--- config.mk ---
export PLATFORM = sky130hd
export DESIGN_NAME = pll_reconfig_seq
export DESIGN_NICKNAME = d
export VERILOG_FILES = /design/src/rtl/pllcfg_pkg.sv /design/src/rtl/pllcfg_req_filter.sv /design/src/rtl/pll_reconfig_seq.sv
export SDC_FILE = /design/constraint.sdc
export NUM_CORES = 1
export LEC_CHECK = 0
export CELL_PAD_IN_SITES_DETAIL_PLACEMENT = 1
export CELL_PAD_IN_SITES_GLOBAL_PLACEMENT = 1
export CORE_MARGIN = 1.5
export CORE_UTILIZATION = 36
export CTS_BUF_LIST = sky130_fd_sc_hd__clkbuf_2 sky130_fd_sc_hd__clkbuf_4 sky130_fd_sc_hd__clkbuf_8
export DETAILED_ROUTE_END_ITERATION = 8
export MAX_ROUTING_LAYER = met4
export PLACE_DENSITY = 0.89
export RECOVER_POWER = 50
export SLEW_MARGIN = 20
export SYNTH_ARGS = -nofsm -noshare
export SYNTH_HDL_FRONTEND = slang
export SYNTH_SLANG_ARGS = --single-unit
--- constraint.sdc ---
create_clock -name clk_sys -period 5.3 [get_ports clk_sys]
set_clock_uncertainty 0.05 [all_clocks]
set_input_delay 1.06 -clock clk_sys [delete_from_list [all_inputs] [get_ports clk_sys]]
set_output_delay 1.06 -clock clk_sys [all_outputs]
set_load 0.01 [all_outputs]
--- src/rtl/pllcfg_pkg.sv ---
// rtl/pllcfg_pkg.sv - state encoding, register map and word type for the pll_cfg sequencer
package pllcfg_pkg;

    typedef enum logic [2:0] {
        IDLE,
        WR_MODE,
        WR_FRAC,
        WR_C,
        WR_START,
        WAIT_LOCK,
        DONE
    } pllcfg_state_e;

    localparam logic [5:0] PLLCFG_A_MODE  = 6'd0;
    localparam logic [5:0] PLLCFG_A_START = 6'd2;
    localparam logic [5:0] PLLCFG_A_C     = 6'd5;
    localparam logic [5:0] PLLCFG_A_FRAC  = 6'd7;

    typedef logic [31:0] pllcfg_word_t;

endpackage

--- src/rtl/pllcfg_req_filter.sv ---
// rtl/pllcfg_req_filter.sv - synchronises the async mode request and qualifies it once it has held steady
module pllcfg_req_filter #(
    parameter int MODE_W     = 2,
    parameter int STABLE_CYC = 8
) (
    input  logic              clk_i,
    input  logic              rst_ni,
    input  logic [MODE_W-1:0] req_i,
    output logic [MODE_W-1:0] stable_o,
    output logic              valid_o
);

    localparam int CNT_W = (STABLE_CYC > 1) ? $clog2(STABLE_CYC) : 1;
    localparam logic [CNT_W-1:0] CNT_MAX = CNT_W'(STABLE_CYC - 1);

    logic [MODE_W-1:0] sync1_q, sync2_q, cand_q;
    logic [CNT_W-1:0]  cnt_q;

    // cnt_q == k means the candidate has been seen on k+1 consecutive cycles
    always_ff @(posedge clk_i or negedge rst_ni) begin
        if (!rst_ni) begin
            sync1_q <= '0;
            sync2_q <= '0;
            cand_q  <= '0;
            cnt_q   <= '0;
        end else begin
            sync1_q <= req_i;
            sync2_q <= sync1_q;
            if (sync2_q != cand_q) begin
                cand_q <= sync2_q;
                cnt_q  <= '0;
            end else if (cnt_q != CNT_MAX) begin
                cnt_q <= cnt_q + 1'b1;
            end
        end
    end

    assign stable_o = cand_q;
    assign valid_o  = (cnt_q == CNT_MAX);

endmodule

--- src/rtl/pll_reconfig_seq.sv ---
// rtl/pll_reconfig_seq.sv - multi-mode pll_cfg reconfiguration sequencer; PLLCFG_LOCK_WAIT_EN adds the lock wait
module pll_reconfig_seq
    import pllcfg_pkg::*;
#(
    parameter int NUM_MODES    = 4,
    parameter int MODE_W       = $clog2(NUM_MODES),
    parameter int INIT_MODE    = 0,
    parameter int STABLE_CYC   = 8,
    parameter int GAP_CYC      = 3,
    parameter logic [32*NUM_MODES-1:0] MODE_FRAC = {NUM_MODES{32'hD8EC_0AC0}},
    parameter logic [32*NUM_MODES-1:0] MODE_C    = {NUM_MODES{32'h0}},
    parameter int LOCK_TIMEOUT = 1_000_000
) (
    input  logic              clk_sys,
    input  logic              reset,
    input  logic [MODE_W-1:0] mode_req,
    output logic [MODE_W-1:0] mode_cur,
    output logic              busy,
    output logic              done,
    output logic              lock_err,
    input  logic              mgmt_waitrequest,
    output logic              mgmt_write,
    output logic [5:0]        mgmt_address,
    output logic [31:0]       mgmt_writedata,
    input  logic              locked
);

    localparam int GAP_W = (GAP_CYC > 1) ? $clog2(GAP_CYC) : 1;
    localparam logic [GAP_W-1:0] GAP_LAST = GAP_W'(GAP_CYC - 1);

    pllcfg_state_e     state_q, state_d, cmd_next;
    logic [MODE_W-1:0] target_q, target_d, mode_cur_q, mode_cur_d;
    logic              issued_q, issued_d;
    logic [GAP_W-1:0]  gap_q, gap_d;
    logic [5:0]        addr_q, addr_d, cmd_addr;
    pllcfg_word_t      data_q, data_d, cmd_data;
    logic              write;
    logic [MODE_W-1:0] req_stable;
    logic              req_valid, req_in_range;
    logic [31:0]       tgt_idx;

    pllcfg_req_filter #(
        .MODE_W    (MODE_W),
        .STABLE_CYC(STABLE_CYC)
    ) u_req_filter (
        .clk_i   (clk_sys),
        .rst_ni  (reset),
        .req_i   (mode_req),
        .stable_o(req_stable),
        .valid_o (req_valid)
    );

    assign req_in_range = (32'(req_stable) < 32'(NUM_MODES));
    assign tgt_idx      = 32'(target_q);

`ifdef PLLCFG_LOCK_WAIT_EN
    localparam logic [31:0] TMO_LAST = 32'(LOCK_TIMEOUT - 1);

    logic        lock_s1_q, lock_s2_q;
    logic        seen_low_q, seen_low_d, lock_err_q, lock_err_d;
    logic [31:0] tmo_q, tmo_d;

    always_ff @(posedge clk_sys or negedge reset) begin
        if (!reset) begin
            lock_s1_q  <= 1'b0;
            lock_s2_q  <= 1'b0;
            seen_low_q <= 1'b0;
            lock_err_q <= 1'b0;
            tmo_q      <= '0;
        end else begin
            lock_s1_q  <= locked;
            lock_s2_q  <= lock_s1_q;
            seen_low_q <= seen_low_d;
            lock_err_q <= lock_err_d;
            tmo_q      <= tmo_d;
        end
    end

    assign lock_err = lock_err_q;
`else
    logic unused_locked;
    assign unused_locked = locked;
    assign lock_err      = 1'b0;
`endif

    always_ff @(posedge clk_sys or negedge reset) begin
        if (!reset) begin
            state_q    <= IDLE;
            target_q   <= MODE_W'(INIT_MODE);
            mode_cur_q <= MODE_W'(INIT_MODE);
            issued_q   <= 1'b0;
            gap_q      <= '0;
            addr_q     <= '0;
            data_q     <= '0;
        end else begin
            state_q    <= state_d;
            target_q   <= target_d;
            mode_cur_q <= mode_cur_d;
            issued_q   <= issued_d;
            gap_q      <= gap_d;
            addr_q     <= addr_d;
            data_q     <= data_d;
        end
    end

    // Register/data/successor for the write owned by the current state
    always_comb begin
        cmd_addr = PLLCFG_A_MODE;
        cmd_data = '0;
        cmd_next = WR_FRAC;
        case (state_q)
            WR_FRAC: begin
                cmd_addr = PLLCFG_A_FRAC;
                cmd_data = MODE_FRAC[tgt_idx*32 +: 32];
                cmd_next = WR_C;
            end
            WR_C: begin
                cmd_addr = PLLCFG_A_C;
                cmd_data = MODE_C[tgt_idx*32 +: 32];
                cmd_next = WR_START;
            end
            WR_START: begin
                cmd_addr = PLLCFG_A_START;
`ifdef PLLCFG_LOCK_WAIT_EN
                cmd_next = WAIT_LOCK;
`else
                cmd_next = DONE;
`endif
            end
            default: ;
        endcase
    end

    always_comb begin
        state_d    = state_q;
        target_d   = target_q;
        mode_cur_d = mode_cur_q;
        issued_d   = issued_q;
        gap_d      = gap_q;
        addr_d     = addr_q;
        data_d     = data_q;
        write      = 1'b0;
        done       = 1'b0;
`ifdef PLLCFG_LOCK_WAIT_EN
        seen_low_d = seen_low_q;
        lock_err_d = lock_err_q;
        tmo_d      = tmo_q;
`endif
        case (state_q)
            IDLE: begin
                if (req_valid && req_in_range && (req_stable != mode_cur_q)) begin
                    target_d = req_stable;
                    state_d  = WR_MODE;
                end
            end
            WR_MODE, WR_FRAC, WR_C, WR_START: begin
                // Both the strobe and the post-write gap advance only on ready cycles
                if (!mgmt_waitrequest) begin
                    if (!issued_q) begin
                        write    = 1'b1;
                        issued_d = 1'b1;
                        gap_d    = '0;
                        addr_d   = cmd_addr;
                        data_d   = cmd_data;
                    end else if (gap_q == GAP_LAST) begin
                        issued_d = 1'b0;
                        state_d  = cmd_next;
`ifdef PLLCFG_LOCK_WAIT_EN
                        seen_low_d = 1'b0;
                        tmo_d      = '0;
`endif
                    end else begin
                        gap_d = gap_q + 1'b1;
                    end
                end
            end
            WAIT_LOCK: begin
`ifdef PLLCFG_LOCK_WAIT_EN
                if (seen_low_q && lock_s2_q) begin
                    lock_err_d = 1'b0;
                    state_d    = DONE;
                end else if (tmo_q == TMO_LAST) begin
                    lock_err_d = 1'b1;
                    state_d    = DONE;
                end else begin
                    tmo_d = tmo_q + 1'b1;
                end
                if (!lock_s2_q) begin
                    seen_low_d = 1'b1;
                end
`else
                state_d = DONE;
`endif
            end
            DONE: begin
                done       = 1'b1;
                mode_cur_d = target_q;
                state_d    = IDLE;
            end
            default: state_d = IDLE;
        endcase
    end

    assign mgmt_write     = write;
    assign mgmt_address   = write ? cmd_addr : addr_q;
    assign mgmt_writedata = write ? cmd_data : data_q;
    assign mode_cur       = mode_cur_q;
    assign busy           = (state_q != IDLE) && (state_q != DONE);

endmodule

# Yosys cells after proc, flatten, opt, wreduce, memory -nomap -nowiden
# Cells that the tools add are included.
# word_totals
elab_cells,65
register_bits,57
in_bits,6
# classes
n_eq_ne,17
n_mux,20
bitwise,2
reduce_logical,11
addsub,2
shift,2
# op_table
op,n
$shiftx A128 B8 Y32 const A,2
$pmux W32 S2,1
$mux W32,1
$pmux W3 S3,3
$mux W3,6
$eq A3 B3 Y1 const B,4
$ne A2 B2 Y1 const B,5
$eq A3 B2 Y1 const B,2
$mux W1,6
$mux W6,1
$ne A3 B3 Y1 const B,2
$reduce_and A3 Y1,2
$mux W2,2
$ne A2 B2 Y1,2
$reduce_and A2 Y1,2
$reduce_and A4 Y1,1
$reduce_or A4 Y1,1
$add A3 B1 Y3 const B,1
$eq A3 B1 Y1 const B,1
$logic_not A3 Y1,1
$reduce_bool A3 Y1,1
$add A2 B1 Y2 const B,1
$eq A2 B2 Y1 const B,1
$logic_and A1 B1 Y1,2
2 further kinds,3

# Logic depth before layout (Yosys ltp)
# depth
depth_word,6
depth_mapped,5
depth_no_buf,5

# Modules after synthesis
# A second synthesis with hierarchy kept.
# unflattened
cells_unflattened,129
hier_area_um2,1341.3
# by_module_without_submodules
mod,area_per_inst_um2,seq_area_each_um2,cells_per_inst,instances
pll_reconfig_seq,1022.2,325.3,108,1
pllcfg_req_filter,319.1,225.2,21,1

# Worst setup path after synthesis
# No wires, ideal clock.
# synth_path
path_type,input-to-output
from,in mgmt_waitrequest
to,out mgmt_writedata[11]
slack_ps,1489
arrival_ps,2701
stages,4
path_cell_list,nor3_1 -> nor2_1 -> a221oi_1 -> buf_4
# synth_via
elab_chain_cells,3
# synth_lines
element,line,source
start: declaration,pll_reconfig_seq.sv:21,"input logic mgmt_waitrequest,"
$mux W1,pll_reconfig_seq.sv:158,if (!mgmt_waitrequest) begin
$mux W1,pll_reconfig_seq.sv:149,case (state_q)
$mux W32,pll_reconfig_seq.sv:206,assign mgmt_writedata = write ? cmd_data : data_q;
end: declaration,pll_reconfig_seq.sv:24,"output logic [31:0] mgmt_writedata,"
# No other way between the ends.

# Worst setup path after layout
# layout_path
from,in mgmt_waitrequest
to,out mgmt_writedata[23]
# Same word-level chain as after synthesis.

==> reports/results.tsv <==
stage	metric	value	unit
routing	vias	822	
global_routing	grt_pass1_wl	4008	um
flow_run	max_cap_violations	0	
global_routing	grtUsageTotal	12.79	%
placed_design	io_buffers	25	
routing	wl_met1	948	um
synth	synthTopCellsByCount	buf_4, dfrtp_1, nor2_1	
worst_hold_path	hold_path.class	reg -> reg	
global_routing	grt_pass1_vias	880	
floorplanning	die_w	63.56	um
power_and_ir_drop	p_comb_share	9.2	%
global_routing	grt_max_degree	23	
timing	rsz0062_at_grt	false	
cts	cts-root-buf	clkbuf_4	
timing	max_freq	234.8	MHz
cts	post_cts_buffers	0	
synth	synth_top_flop_cell	dfrtp_1	
timing	slew_viol_final	0	
synth	synth_top_area_share	41.71	%
power_and_ir_drop	power_switching_share	25.13	%
setup_path	worstPathRequired	4.19	ns
setup_path	critPathSlowestCell	clkdlybuf4s50_1	
synth	synth-async-reset-ratio	100.0	%
synth	syn_area_per_cell	10.31	um^2
power_and_ir_drop	power.share.clock	31.1	%
power_and_ir_drop	ir_drop	94.95	uV
finish	n_antenna_cell	0	
cts	htreeDepth	1	
routing	drt-total-wl	2341	um
finish	drive_above_1_share	10.87	%
setup_path	cp_max_fo	14	
routing	drtIter0Drc	6	
routing	wl_met3	128	um
finish	fin_util	42.23	%
routing	vias_per_cell	4.467	
setup_path	cp-start-kind	primary input	
placed_design	hpwl	1747	um
synth	ys_warn_count	0	
synth	syn_inst	128	
routing	drc	0	
outcome	status	finished clean	
setup_path	cp_cell_sequence	clkdlybuf4s50_1 -> nor3_1 -> nor2_1 -> a221oi_1 -> buf_4 -> clkdlybuf4s50_1	
cts	cts_resized	0	
cts	ctsHoldBuffers	0	
floorplanning	core_area	3416	um^2
setup_path	critPathKind	in -> out	
timing	relSlewSlack	21.90	%
synth	synth_area_leaders	dfrtp_1, buf_4, mux2_2	
setup_path	critPathMaxStageDelay	0.56	ns
finish	fillCellCount	412	
timing	tightest_slew	1.172	ns
finish	seq_area	550.5	um^2
global_routing	overflow	0	
setup_path	critPathCaptureType	output port	
setup_path	path_buf_inv	3	
timing	fin_crit_sh	80.36	%
synth	synth_top_area_cell	dfrtp_1	
floorplanning	io_pins	50	
power_and_ir_drop	powerDensity	207.3	nW/um^2
routing	ant_nets	0	
cts	clk_path_buf_depth	2	
finish	syn_to_final_growth	9.289	%
synth	ys_types	34	
floorplanning	die_area	4039	um^2
cts	cts_buffers	3	
timing	finalSetupTns	0	ns
power_and_ir_drop	leakage	0.6689	nW
cts	cts.sinks	22	
placed_design	gp_congestion	0.7759	
power_and_ir_drop	p_int	0.2239	mW
setup_path	worst_path_most_repeated_cell	clkdlybuf4s50_1	
floorplanning	initial_utilization	38.64	%
routing	wl_met2	1255	um
routing	top_layer_used	met4	
finish	fin_nets	148	
floorplanning	std_cell_rows	21	
cts	clk_latency	0.31	ns
synth	synthesis.area	1320	um^2
finish	multi_input_area	531.8	um^2
cts	cts_tree	done	
setup_path	cp_top_family	buffers and inverters	
timing	hold_violations	0	
synth	synth-seq-cells	22	
routing	wl_per_cell	12.72	um
cts	clkTransAtPathRegs	0.12	ns
timing	setup_viol	0	
power_and_ir_drop	p_switching	0.07514	mW
routing	dr.pass1.iters	4	
synth	synth-edff-count	0	
timing	min_period	4.259	ns
synth	seq_area_frac_synth	41.71	%
global_routing	grt_antenna_before_repair	0	
floorplanning	die_y	63.56	um
setup_path	worstPathArrival	3.15	ns
synth	yosysMostFrequentCell	buf_4	
power_and_ir_drop	pwr-share-seq	59.8	%
==> cell families (layout without fill, tap and decap cells) <==
family | Yosys count | in the layout | synth area share, %
and+or+nand+nor | 23 | 23 | 9.291
adders and majority gates | 4 | 4 | 3.697
other | 1 | 23 | 0.2841
buffers and inverters | 46 | 34 | 24.26
AOI/OAI and AO/OA | 17 | 17 | 9.195
DFF | 22 | 22 | 41.71
muxes | 8 | 8 | 6.919
xor gates and xnor gates | 7 | 7 | 4.645
==> final timing paths <==
kind / from / endpoint / slack (ns) / depth (start not counted)
worst max-delay path: mgmt_waitrequest / mgmt_writedata[23] / 1.04 / 6
worst min-delay path: u_req_filter.sync1_q[1] / u_req_filter.sync2_q[1] / 0.31 / 0
worst max register to register: gap_q[0] / state_q[1] / 3.58 / 5
worst min register to register: u_req_filter.sync1_q[1] / u_req_filter.sync2_q[1] / 0.31 / 0
max in group asynchronous: reset / addr_q[0] / 3.61 / 1
min in group asynchronous: reset / gap_q[0] / 0.90 / 1
==> power by group through the flow <==
stage	clock, mW	sequential, mW	combinational, mW
floorplan	0	0.179	0.0329
global placement	0	0.181	0.0266
detailed placement	0	0.182	0.0282
CTS	0.0960	0.179	0.0284
global route	0.103	0.180	0.0317
finish	0.0929	0.179	0.0275
==> cells in the final DEF, fill, tap and decap left out, drive strengths merged <==
cell / count
clkbuf: 5
maj3: 1
xor2: 4
or3: 2
or2: 1
nor2: 7
conb: 23
o21ai: 3
clkdlybuf4s50: 22
dlygate4sd3: 2
dfrtp: 22
and3b: 1
xnor2: 3
nand2b: 3
a221oi: 1
inv: 4
ha: 3
o211ai: 2
mux2: 6
o311ai: 1
mux2i: 2
a21boi: 1
o31ai: 3
a21oi: 4
and2b: 1
nand4: 1
nor3: 2
nand2: 3
o21a: 1
o41ai: 1
buf: 1
nand3: 2
==> flip-flops by register name, indices dropped and copies added (netlist names) <==
register	flops
issued_q	1
u_req_filter.cnt_q	3
gap_q	2
target_q	2
u_req_filter.sync1_q	2
addr_q	2
u_req_filter.sync2_q	2
state_q	3
mode_cur	2
u_req_filter.stable_o	2
data_q	1
==> metrics by stage <==
stage / std cells / power, mW / worst slack, ns / cell area, um^2 / hold slack [ns]
floorplan: 150 / 0.2122 / 1.489 / 1403 / 0.2812
global placement: 180 / 0.2076 / 1.148 / 1413 / 0.2862
detailed placement: 180 / 0.2103 / 1.041 / 1413 / 0.2879
CTS: 184 / 0.3033 / 1.024 / 1449 / 0.3158
global route: 184 / 0.3145 / 0.8588 / 1443 / 0.3255
finish: 184 / 0.2990 / 1.041 / 1443 / 0.3128
==> per-layer routing <==
layer | GRT usage, % | up-vias
li1 | - | 385
met1 | 13.79 | 406
met2 | 23.55 | 29
met3 | 2.857 | 2
met4 | 3.261 | 0
met5 | - | -
==> area by class of cell <==
type | count | share of cell area [%]
clock buffers | 4 | 2.515
multi-input cells | 82 | 36.86
flip-flops and latches | 22 | 38.16
inverters | 4 | 1.041
well taps | 46 | 3.990
repair buffers | 26 | 17.43
(Power assumes the default switching activity.)
